`src/rtl/mac_pkg.sv`:
```
// mac_pkg: shared FSM state encoding and protocol constants for the GMII transmit MAC.
package mac_pkg;
  typedef enum logic [2:0] {IDLE, PTR_RD, PTR_WAIT, PREAMBLE, DATA, PAD, FCS, GAP} state_t;
  localparam logic [7:0] PREAMBLE_BYTE = 8'h55;
  localparam logic [7:0] SFD_BYTE = 8'hD5;
  localparam int MIN_FRAME_LEN = 60;
  localparam logic [31:0] CRC_INIT = 32'hFFFF_FFFF;
  localparam logic [31:0] CRC_POLY = 32'hEDB8_8320;
endpackage

```
`src/rtl/crc32_d8.sv`:
```
// crc32_d8: combinational reflected CRC-32 update consuming one byte per cycle.
module crc32_d8
  import mac_pkg::*;
(
  input  logic [31:0] crc_in,
  input  logic [7:0]  data,
  output logic [31:0] crc_out
);
  logic [31:0] c;
  always_comb begin
    c = crc_in ^ {24'h0, data};
    for (int i = 0; i < 8; i++) c = c[0] ? ((c >> 1) ^ CRC_POLY) : (c >> 1);
    crc_out = c;
  end
endmodule

```
`src/rtl/mac_tx.sv`:
```
// mac_tx: GMII frame transmitter fed by pointer/data FIFOs; adds preamble, SFD, CRC-32 and IFG.
// Define MAC_TX_PAD_EN to zero-pad frames shorter than 60 bytes before the FCS.
module mac_tx
  import mac_pkg::*;
#(
  parameter int IFG = 12,
  parameter int PREAMBLE_LEN = 7
) (
  input  logic        clk,
  input  logic        rst,
  input  logic        tx_ptr_fifo_empty,
  output logic        tx_ptr_fifo_rd,
  input  logic [15:0] tx_ptr_fifo_din,
  output logic        tx_data_fifo_rd,
  input  logic [7:0]  tx_data_fifo_din,
  output logic [7:0]  gmii_txd,
  output logic        gmii_tx_en,
  output logic [15:0] tx_frame_cnt
);
  state_t state_q, state_d;
  logic [10:0] cnt_q, cnt_d, dcnt_q, dcnt_d, len_q, len_d, rd_left_q, rd_left_d;
  logic ptr_rd_q, ptr_rd_d, data_rd_q, data_rd_d, en_q, en_d;
  logic [7:0] txd_q, txd_d;
  logic [31:0] crc_q, crc_d, crc_next;
  logic [15:0] frame_cnt_q, frame_cnt_d;
  logic ptr_unused;
  assign ptr_unused = ^tx_ptr_fifo_din[15:11];
  crc32_d8 u_crc (
    .crc_in (crc_q),
    .data   (state_q == DATA ? tx_data_fifo_din : 8'h00),
    .crc_out(crc_next)
  );
  always_comb begin
    state_d = state_q;
    cnt_d = cnt_q;
    dcnt_d = dcnt_q;
    len_d = len_q;
    rd_left_d = rd_left_q;
    ptr_rd_d = 1'b0;
    data_rd_d = data_rd_q;
    txd_d = 8'h00;
    en_d = 1'b0;
    crc_d = crc_q;
    frame_cnt_d = frame_cnt_q;
    // data reads run on their own countdown so they can lead the SFD by one cycle
    if (data_rd_q) begin
      rd_left_d = rd_left_q - 11'd1;
      data_rd_d = rd_left_q != 11'd1;
    end
    case (state_q)
      IDLE: if (!tx_ptr_fifo_empty) begin
        state_d = PTR_RD;
        ptr_rd_d = 1'b1;
      end
      PTR_RD: state_d = PTR_WAIT;
      PTR_WAIT: begin
        len_d = tx_ptr_fifo_din[10:0];
        if (tx_ptr_fifo_din[10:0] == 11'd0) state_d = IDLE;
        else begin
          state_d = PREAMBLE;
          cnt_d = 11'd1;
          txd_d = PREAMBLE_BYTE;
          en_d = 1'b1;
          crc_d = CRC_INIT;
          dcnt_d = 11'd0;
          if (PREAMBLE_LEN == 1) begin
            data_rd_d = 1'b1;
            rd_left_d = tx_ptr_fifo_din[10:0];
          end
        end
      end
      PREAMBLE: begin
        en_d = 1'b1;
        if (cnt_q == 11'(PREAMBLE_LEN)) begin
          txd_d = SFD_BYTE;
          state_d = DATA;
        end else begin
          txd_d = PREAMBLE_BYTE;
          cnt_d = cnt_q + 11'd1;
          if (cnt_q == 11'(PREAMBLE_LEN - 1)) begin
            data_rd_d = 1'b1;
            rd_left_d = len_q;
          end
        end
      end
      DATA: begin
        en_d = 1'b1;
        txd_d = tx_data_fifo_din;
        crc_d = crc_next;
        dcnt_d = dcnt_q + 11'd1;
        cnt_d = 11'd0;
        if (dcnt_q == len_q - 11'd1)
`ifdef MAC_TX_PAD_EN
          state_d = (len_q < 11'(MIN_FRAME_LEN)) ? PAD : FCS;
`else
          state_d = FCS;
`endif
      end
`ifdef MAC_TX_PAD_EN
      PAD: begin
        en_d = 1'b1;
        crc_d = crc_next;
        dcnt_d = dcnt_q + 11'd1;
        if (dcnt_q == 11'(MIN_FRAME_LEN - 1)) state_d = FCS;
      end
`endif
      FCS: begin
        en_d = 1'b1;
        txd_d = ~crc_q[7:0];
        crc_d = {8'h00, crc_q[31:8]};
        cnt_d = cnt_q + 11'd1;
        if (cnt_q == 11'd3) begin
          state_d = GAP;
          cnt_d = 11'd0;
          crc_d = CRC_INIT;
          frame_cnt_d = frame_cnt_q + 16'd1;
        end
      end
      // the pointer fetch adds two more idle wire cycles, so GAP is shortened to keep IFG exact
      GAP: if (cnt_q == 11'(IFG - 3)) state_d = IDLE;
           else cnt_d = cnt_q + 11'd1;
      default: state_d = IDLE;
    endcase
  end
  always_ff @(posedge clk or posedge rst) begin
    if (rst) begin
      state_q <= IDLE;
      cnt_q <= '0;
      dcnt_q <= '0;
      len_q <= '0;
      rd_left_q <= '0;
      ptr_rd_q <= 1'b0;
      data_rd_q <= 1'b0;
      txd_q <= '0;
      en_q <= 1'b0;
      crc_q <= CRC_INIT;
      frame_cnt_q <= '0;
    end else begin
      state_q <= state_d;
      cnt_q <= cnt_d;
      dcnt_q <= dcnt_d;
      len_q <= len_d;
      rd_left_q <= rd_left_d;
      ptr_rd_q <= ptr_rd_d;
      data_rd_q <= data_rd_d;
      txd_q <= txd_d;
      en_q <= en_d;
      crc_q <= crc_d;
      frame_cnt_q <= frame_cnt_d;
    end
  end
  assign tx_ptr_fifo_rd = ptr_rd_q;
  assign tx_data_fifo_rd = data_rd_q;
  assign gmii_txd = txd_q;
  assign gmii_tx_en = en_q;
  assign tx_frame_cnt = frame_cnt_q;
endmodule

```
`config.mk`:
```
export PLATFORM = sky130hd
export DESIGN_NAME = mac_tx
export DESIGN_NICKNAME = d
export VERILOG_FILES = /design/src/rtl/mac_pkg.sv /design/src/rtl/crc32_d8.sv /design/src/rtl/mac_tx.sv
export SDC_FILE = /design/constraint.sdc
export NUM_CORES = 1
export LEC_CHECK = 0
export BUFFER_PORTS_ARGS = -buffer_cell sky130_fd_sc_hd__buf_2
export CAP_MARGIN = 10
export CORE_AREA = 2 2 84 126
export DETAILED_ROUTE_END_ITERATION = 10
export DIE_AREA = 0 0 86 128
export PLACE_DENSITY = 0.84
export RECOVER_POWER = 25
export SYNTH_ARGS = -nofsm -noshare
export SYNTH_HDL_FRONTEND = slang
export SYNTH_SLANG_ARGS = --single-unit
export TNS_END_PERCENT = 10
```
`constraint.sdc`:
```
create_clock -name clk -period 8.5 [get_ports clk]
set_input_delay 2.55 -clock clk [delete_from_list [all_inputs] [get_ports clk]]
set_output_delay 2.55 -clock clk [all_outputs]
set_load 0.02 [all_outputs]
```
-- Yosys cells after proc, flatten, opt, wreduce, memory -nomap -nowiden
Cells that the tools add are included.
- add/sub/neg operators: 5
- equal/unequal tests: 20
- multiplexer cells: 41
- bitwise logic cells: 10
- reductions and logical operators: 11
- operators with widths (cell ; number):
    32-bit 2-to-1 mux ; 10
    13-bit inverter with 14-bit output ; 8
    11-bit 2-to-1 mux ; 9
    32-bit one-hot mux with 3 select lines ; 1
    11-bit one-hot mux with 5 select lines ; 1
    8-bit one-hot mux with 4 select lines ; 1
    32-bit by 8-bit bitwise XOR with 32-bit output ; 1
    11-bit by 1-bit adder with 11-bit output, second input constant ; 2
    11-bit by 3-bit equality test with 1-bit output, second input constant ; 2
    11-bit one-hot mux with 2 select lines ; 1
    11-bit by 1-bit subtractor with 11-bit output, second input constant ; 2
    3-bit one-hot mux with 7 select lines ; 1
    16-bit by 1-bit adder with 16-bit output, second input constant ; 1
    8-bit 2-to-1 mux ; 2
    3-bit 2-to-1 mux ; 5
    2-bit inequality test, second input constant ; 7
    11-bit equality test ; 1
    11-bit by 2-bit equality test with 1-bit output, second input constant ; 1
    11-bit by 4-bit equality test with 1-bit output, second input constant ; 1
    11-bit logical NOT ; 1
    11-bit by 1-bit inequality test with 1-bit output, second input constant ; 1
    3-bit equality test, second input constant ; 3
    8-bit inverter ; 1
    1-bit 2-to-1 mux ; 7
    14 further kinds ; 17
- flip-flop bits (word level): 106
- input port bits: 27
- output and inout bits: 27
- logic and storage cells: 98

-- Longest topological paths before layout
- depth in word-level cells: 20
- gate-level depth with buffers: 9
- mapped depth without buffers: 8

-- Modules after synthesis
From an unflattened synthesis, not the netlist that was laid out.
- cells, all modules: 638
- area, all modules: 6551.3 µm²
- modules (own cells, without submodules) (module ; times used ; cells an instance ; area an instance (µm²) ; seq. area each (µm²)):
    mac_tx ; 1 ; 571 ; 5631.7 ; 2692.6
    crc32_d8 ; 1 ; 67 ; 919.6 ; 0.0

-- Least setup slack after synthesis
Ideal clock, no wire load.
- path type: input to register
- start point: input tx_data_fifo_din[3]
- end point: register crc_q[19]
- library setup time: 0.083 ns
- arrival time: 4.273 ns
- data required time: 8.417 ns
- setup slack: 4.144 ns
- stages: 6
- path buffers: 0
- cell sequence: and4bb_2 > xnor2_2 > xnor2_1 > xnor3_1 > nor3b_1 > o32a_1
- cells in the longest elaborated chain, start to end: 14
- RTL lines (element ; RTL line ; text):
    start, declared ; mac_tx.sv:15 ; input logic [7:0] tx_data_fifo_din,
    8-bit 2-to-1 mux (*) ; mac_tx.sv:30 ; .data (state_q == DATA ? tx_data_fifo_din : 8'h00),
    32-bit by 8-bit bitwise XOR with 32-bit output (*) ; crc32_d8.sv:11 ; c = crc_in ^ {24'h0, data};
    32-bit 2-to-1 mux (*) (5 in series) ; crc32_d8.sv:12 ; for (int i = 0; i < 8; i++) c = c[0] ? ((c >> 1) ^ CRC_POLY) : (c >> 1);
    13-bit inverter with 14-bit output (no source line) ; n/a ;
    32-bit 2-to-1 mux (*) ; crc32_d8.sv:12 ;
    13-bit inverter with 14-bit output (no source line) ; n/a ;
    32-bit 2-to-1 mux (*) ; crc32_d8.sv:12 ;
    13-bit inverter with 14-bit output (no source line) ; n/a ;
    32-bit 2-to-1 mux (*) ; crc32_d8.sv:12 ;
    32-bit one-hot mux with 3 select lines (*) ; mac_tx.sv:50 ; case (state_q)
    end signal, assigned ; mac_tx.sv:148 ; crc_q <= crc_d;
    end, declared ; mac_tx.sv:24 ; logic [31:0] crc_q, crc_d, crc_next;
Mark *: on every way between the ends. The rest lies on a longest branch, timed or not.
A chain may end at the register's enable or synchronous reset.

-- Worst setup path after layout
- start point: input tx_ptr_fifo_din[2]
- end point: register cnt_q[0]
- cells in the longest elaborated chain, start to end: 3
- RTL lines (element ; RTL line ; text):
    start, declared ; mac_tx.sv:13 ; input logic [15:0] tx_ptr_fifo_din,
    11-bit logical NOT ; mac_tx.sv:58 ; if (tx_ptr_fifo_din[10:0] == 11'd0) state_d = IDLE;
    2-bit inequality test (no source line) ; n/a ;
    4-bit AND reduction (no source line) ; n/a ;
    end signal, assigned ; mac_tx.sv:140 ; cnt_q <= cnt_d;
    end, declared ; mac_tx.sv:21 ; logic [10:0] cnt_q, cnt_d, dcnt_q, dcnt_d, len_q, len_d, rd_left_q, rd_left_d;
Every way passes these cells.

==> run_results.csv <==
group,metric,value,unit
floorplanning,die_y,128,um
placed_design,place_area,6550,um^2
floorplanning,start_util,62.71,%
final_layout,fin_area,6868,um^2
placed_design,pre_cts_ws,3.755,ns
placed_design,portBuffers,48,
clock_tree,post_cts_buffers,0,
timing,fin_crit,4.484,ns
hold_path,hold_start,"tx_frame_cnt[15]$_DFFE_PP0P_",
hold_path,whs_path_depth,1,
critical_path,crit_slowest_cell,"o21ai_1",
timing,fin_crit_sh,52.76,%
critical_path,worst-setup-path-type,"in2reg",
timing,slew_violations,0,
detailed_routing,postRouteAntennaNets,0,
critical_path,cp.arrival,4.75,ns
final_layout,drive_above_1_share,17.30,%
pwr,p_leak,2.948,nW
global_route,grt_pass1_vias,5041,
timing,setup-tns-final,0,ns
critical_path,crit_buf_inv,1,
floorplanning,dieArea,11010,um^2
timing,hold_ws,0.4681,ns
hold_path,hp-class,"reg2reg",
placed_design,dp_hpwl,9.851,mm
clock_tree,cts_inserted_buffers,9,
logic_synthesis,syn-num-nets,687,
critical_path,reg2reg_depth,7,
logic_synthesis,netlist_area,6250,um^2
placed_design,dp_cells,788,
logic_synthesis,ys_seq_area_share,43.08,%
logic_synthesis,synthFlopType,"dfrtp_1",
timing,maxSlewHeadroom,27.57,%
detailed_routing,routedWlPerCell,18.05,um
critical_path,end_kind,"flip-flop",
detailed_routing,vias,5071,
clock_tree,h-tree-depth,3,
critical_path,cp_max_fo,15,
logic_synthesis,netlist_instances,652,
final_layout,fillers,736,
logic_synthesis,avgSynthCellArea,9.585,um^2
critical_path,cp-start-kind,"primary input",
detailed_routing,drc,0,
detailed_routing,dr.pass1.iters,5,
logic_synthesis,ys_seq_elements,106,
clock_tree,root_buffer,"clkbuf_16",
timing,finalWorstSetupSlack,4.016,ns
floorplanning,placementRows,45,
critical_path,cp.required,8.76,ns
critical_path,r2r_slack,5.18,ns
clock_tree,clock-sinks,106,
global_route,grt_first_pass_wirelength,23.92,mm
clock_tree,path_clk_slew,0.07,ns
timing,final.setup_skew,0.006980,ns
detailed_routing,viasPerCell,6.299,
run_status,outcome,"completed",
critical_path,cpPeakStageDelay,0.73,ns
clock_tree,clockBufferDepth,2,
floorplanning,coreArea,9966,um^2
timing,max_freq,223.0,MHz
detailed_routing,routed_wl,14.53,mm
timing,finalSetupViolCount,0,
critical_path,rr_endpoint,"crc_q[19]$_DFFE_PP1P_",
flow_run,cap_violations,0,
final_layout,nets,718,
detailed_routing,drt-initial-drc-count,317,
floorplanning,ios,54,
global_route,grtUsageTotal,27.25,%
global_route,grt.overflow.total,0,
clock_tree,ctsResizeCount,0,
hold_path,holdPathEnd,"tx_frame_cnt[15]$_DFFE_PP0P_",
clock_tree,cts_tree,"done",
logic_synthesis,synth-edff-count,0,
global_route,grt_max_degree,86,
global_route,antenna_found_initial,0,
floorplanning,floorplan.die.width,86,um
critical_path,r2r-start,"state_q[1]$_DFFE_PP0P_",
final_layout,area_delta_synth_final,9.890,%
critical_path,cp_cell_sequence,"buf_2, nor4_1, nand3_1, o21a_1, o21ai_1, o21ai_0, a21oi_1",
clock_tree,clock_latency,0.35,ns
pwr,pwr_density_cell,265.1,nW/um^2
logic_synthesis,synth_cell_type_count,61,
critical_path,crit_family,"compound AO/OA/AOI/OAI gates",
logic_synthesis,synth_warnings,0,
placed_design,gp_congestion,0.9617,
final_layout,final_cell_mix,"dfrtp_1 (74), xnor2_1 (71), nor2_1 (70)",
timing,rsz0062_at_grt,"false",
clock_tree,holdBufCountCts,0,
logic_synthesis,async_reset_ff_share,100.0,%
final_layout,diodes,0,
pwr,ir_drop,0.1438,mV
timing,finalHoldViolations,0,
final_layout,layout_commonest_cell,"dfrtp_1",
timing,worst_slew_pin_slew,1.082,ns
final_layout,fin_cells,805,
-- cell type report --
| class | count | area [um^2] | share of cell area, % |
|---|---|---|---|
| timing repair buffer | 55 | 277.8 | 4.044 |
| inverter | 16 | 61.31 | 0.8927 |
| multi-input combinational | 495 | 3363 | 48.97 |
| clock buffer | 9 | 225.2 | 3.279 |
| clock inverter | 7 | 101.3 | 1.476 |
| sequential | 106 | 2693 | 39.21 |
| tap | 117 | 146.4 | 2.132 |
-- registers in the layout (all words and copies together), names as in the netlist --
| signal | count |
|---|---|
| rd_left_q | 11 |
| gmii_tx_en | 1 |
| gmii_txd | 8 |
| crc_q | 32 |
| state_q | 3 |
| tx_frame_cnt | 16 |
| cnt_q | 11 |
| tx_ptr_fifo_rd | 1 |
| dcnt_q | 11 |
| len_q | 11 |
| tx_data_fifo_rd | 1 |
-- stage by stage --
| stage | total power [mW] | util, % |
|---|---|---|
| after global placement | 1.327 | 65.73 |
| after detailed placement | 1.357 | 65.73 |
| after global routing | 1.925 | 68.91 |
| after floorplan | 1.198 | - |
| final | 1.821 | 68.91 |
| after CTS | 1.816 | 69.00 |
-- where the power goes --
| part | internal [mW] | switching, mW | total [mW] |
|---|---|---|---|
| sequential | 0.606 | 0.133 | 0.739 |
| clock | 0.260 | 0.188 | 0.448 |
| combinational | 0.264 | 0.369 | 0.633 |
-- kinds of logic (layout without fill, tap and decap cells) --
family                     after synthesis  in the layout  share of synthesized area, %
DFF                                    106            106                         43.08
buffers and inverters                   51             87                         3.143
adders and majority gates                8              8                         1.602
and+or+nand+nor                        223            223                         18.12
xor gates and xnor gates               107            107                         17.82
AOI/OAI and AO/OA                      142            142                         13.61
muxes                                   15             15                         2.623
-- Yosys cell counts, types with 4 or more instances --
cell type | count | share of area (%)
clkbuf_1 | 32 | 1.9
nor4_1 | 8 | 0.80
xor2_1 | 23 | 3.2
nand3_1 | 23 | 1.8
and3_1 | 9 | 0.90
a31oi_1 | 11 | 1.1
and2_1 | 4 | 0.40
nand2_1 | 47 | 2.8
o32a_1 | 4 | 0.64
inv_1 | 16 | 0.96
xnor3_1 | 7 | 2.5
a211oi_1 | 5 | 0.60
o31ai_1 | 11 | 1.3
o21ai_0 | 58 | 4.6
nand4_1 | 10 | 1.0
and4_1 | 4 | 0.56
dfstp_2 | 32 | 13
nor2_1 | 71 | 4.3
nor3_1 | 10 | 0.80
mux2i_1 | 4 | 0.64
dfrtp_1 | 74 | 30
ha_1 | 8 | 1.6
mux2_2 | 11 | 2.0
a21oi_1 | 32 | 2.6
xnor2_1 | 71 | 10
a21boi_0 | 4 | 0.48
or3_1 | 9 | 0.90
-- worst max path at each step --
stage                        startpoint  cells after the start  slack (ns)                    to
finish               tx_ptr_fifo_din[2]                      7        4.02  cnt_q[0]$_DFFE_PP0P_
global route        tx_ptr_fifo_din[10]                      7        3.86  cnt_q[0]$_DFFE_PP0P_
CTS                  tx_ptr_fifo_din[2]                      7        4.06  cnt_q[9]$_DFFE_PP0P_
detailed placement   tx_ptr_fifo_din[2]                      7        3.76  cnt_q[9]$_DFFE_PP0P_
global placement    tx_ptr_fifo_din[10]                      7        3.79  cnt_q[9]$_DFFE_PP0P_
floorplan                           rst                      1        3.21  cnt_q[0]$_DFFE_PP0P_
-- layer usage --
layer,share of wire [%],global-route usage [%]
met5,0,0
met4,2.9,12.98
met1,41,33.87
met2,51,45.92
met3,5.2,4.379
No activity file was read; power rests on OpenSTA's default activity.
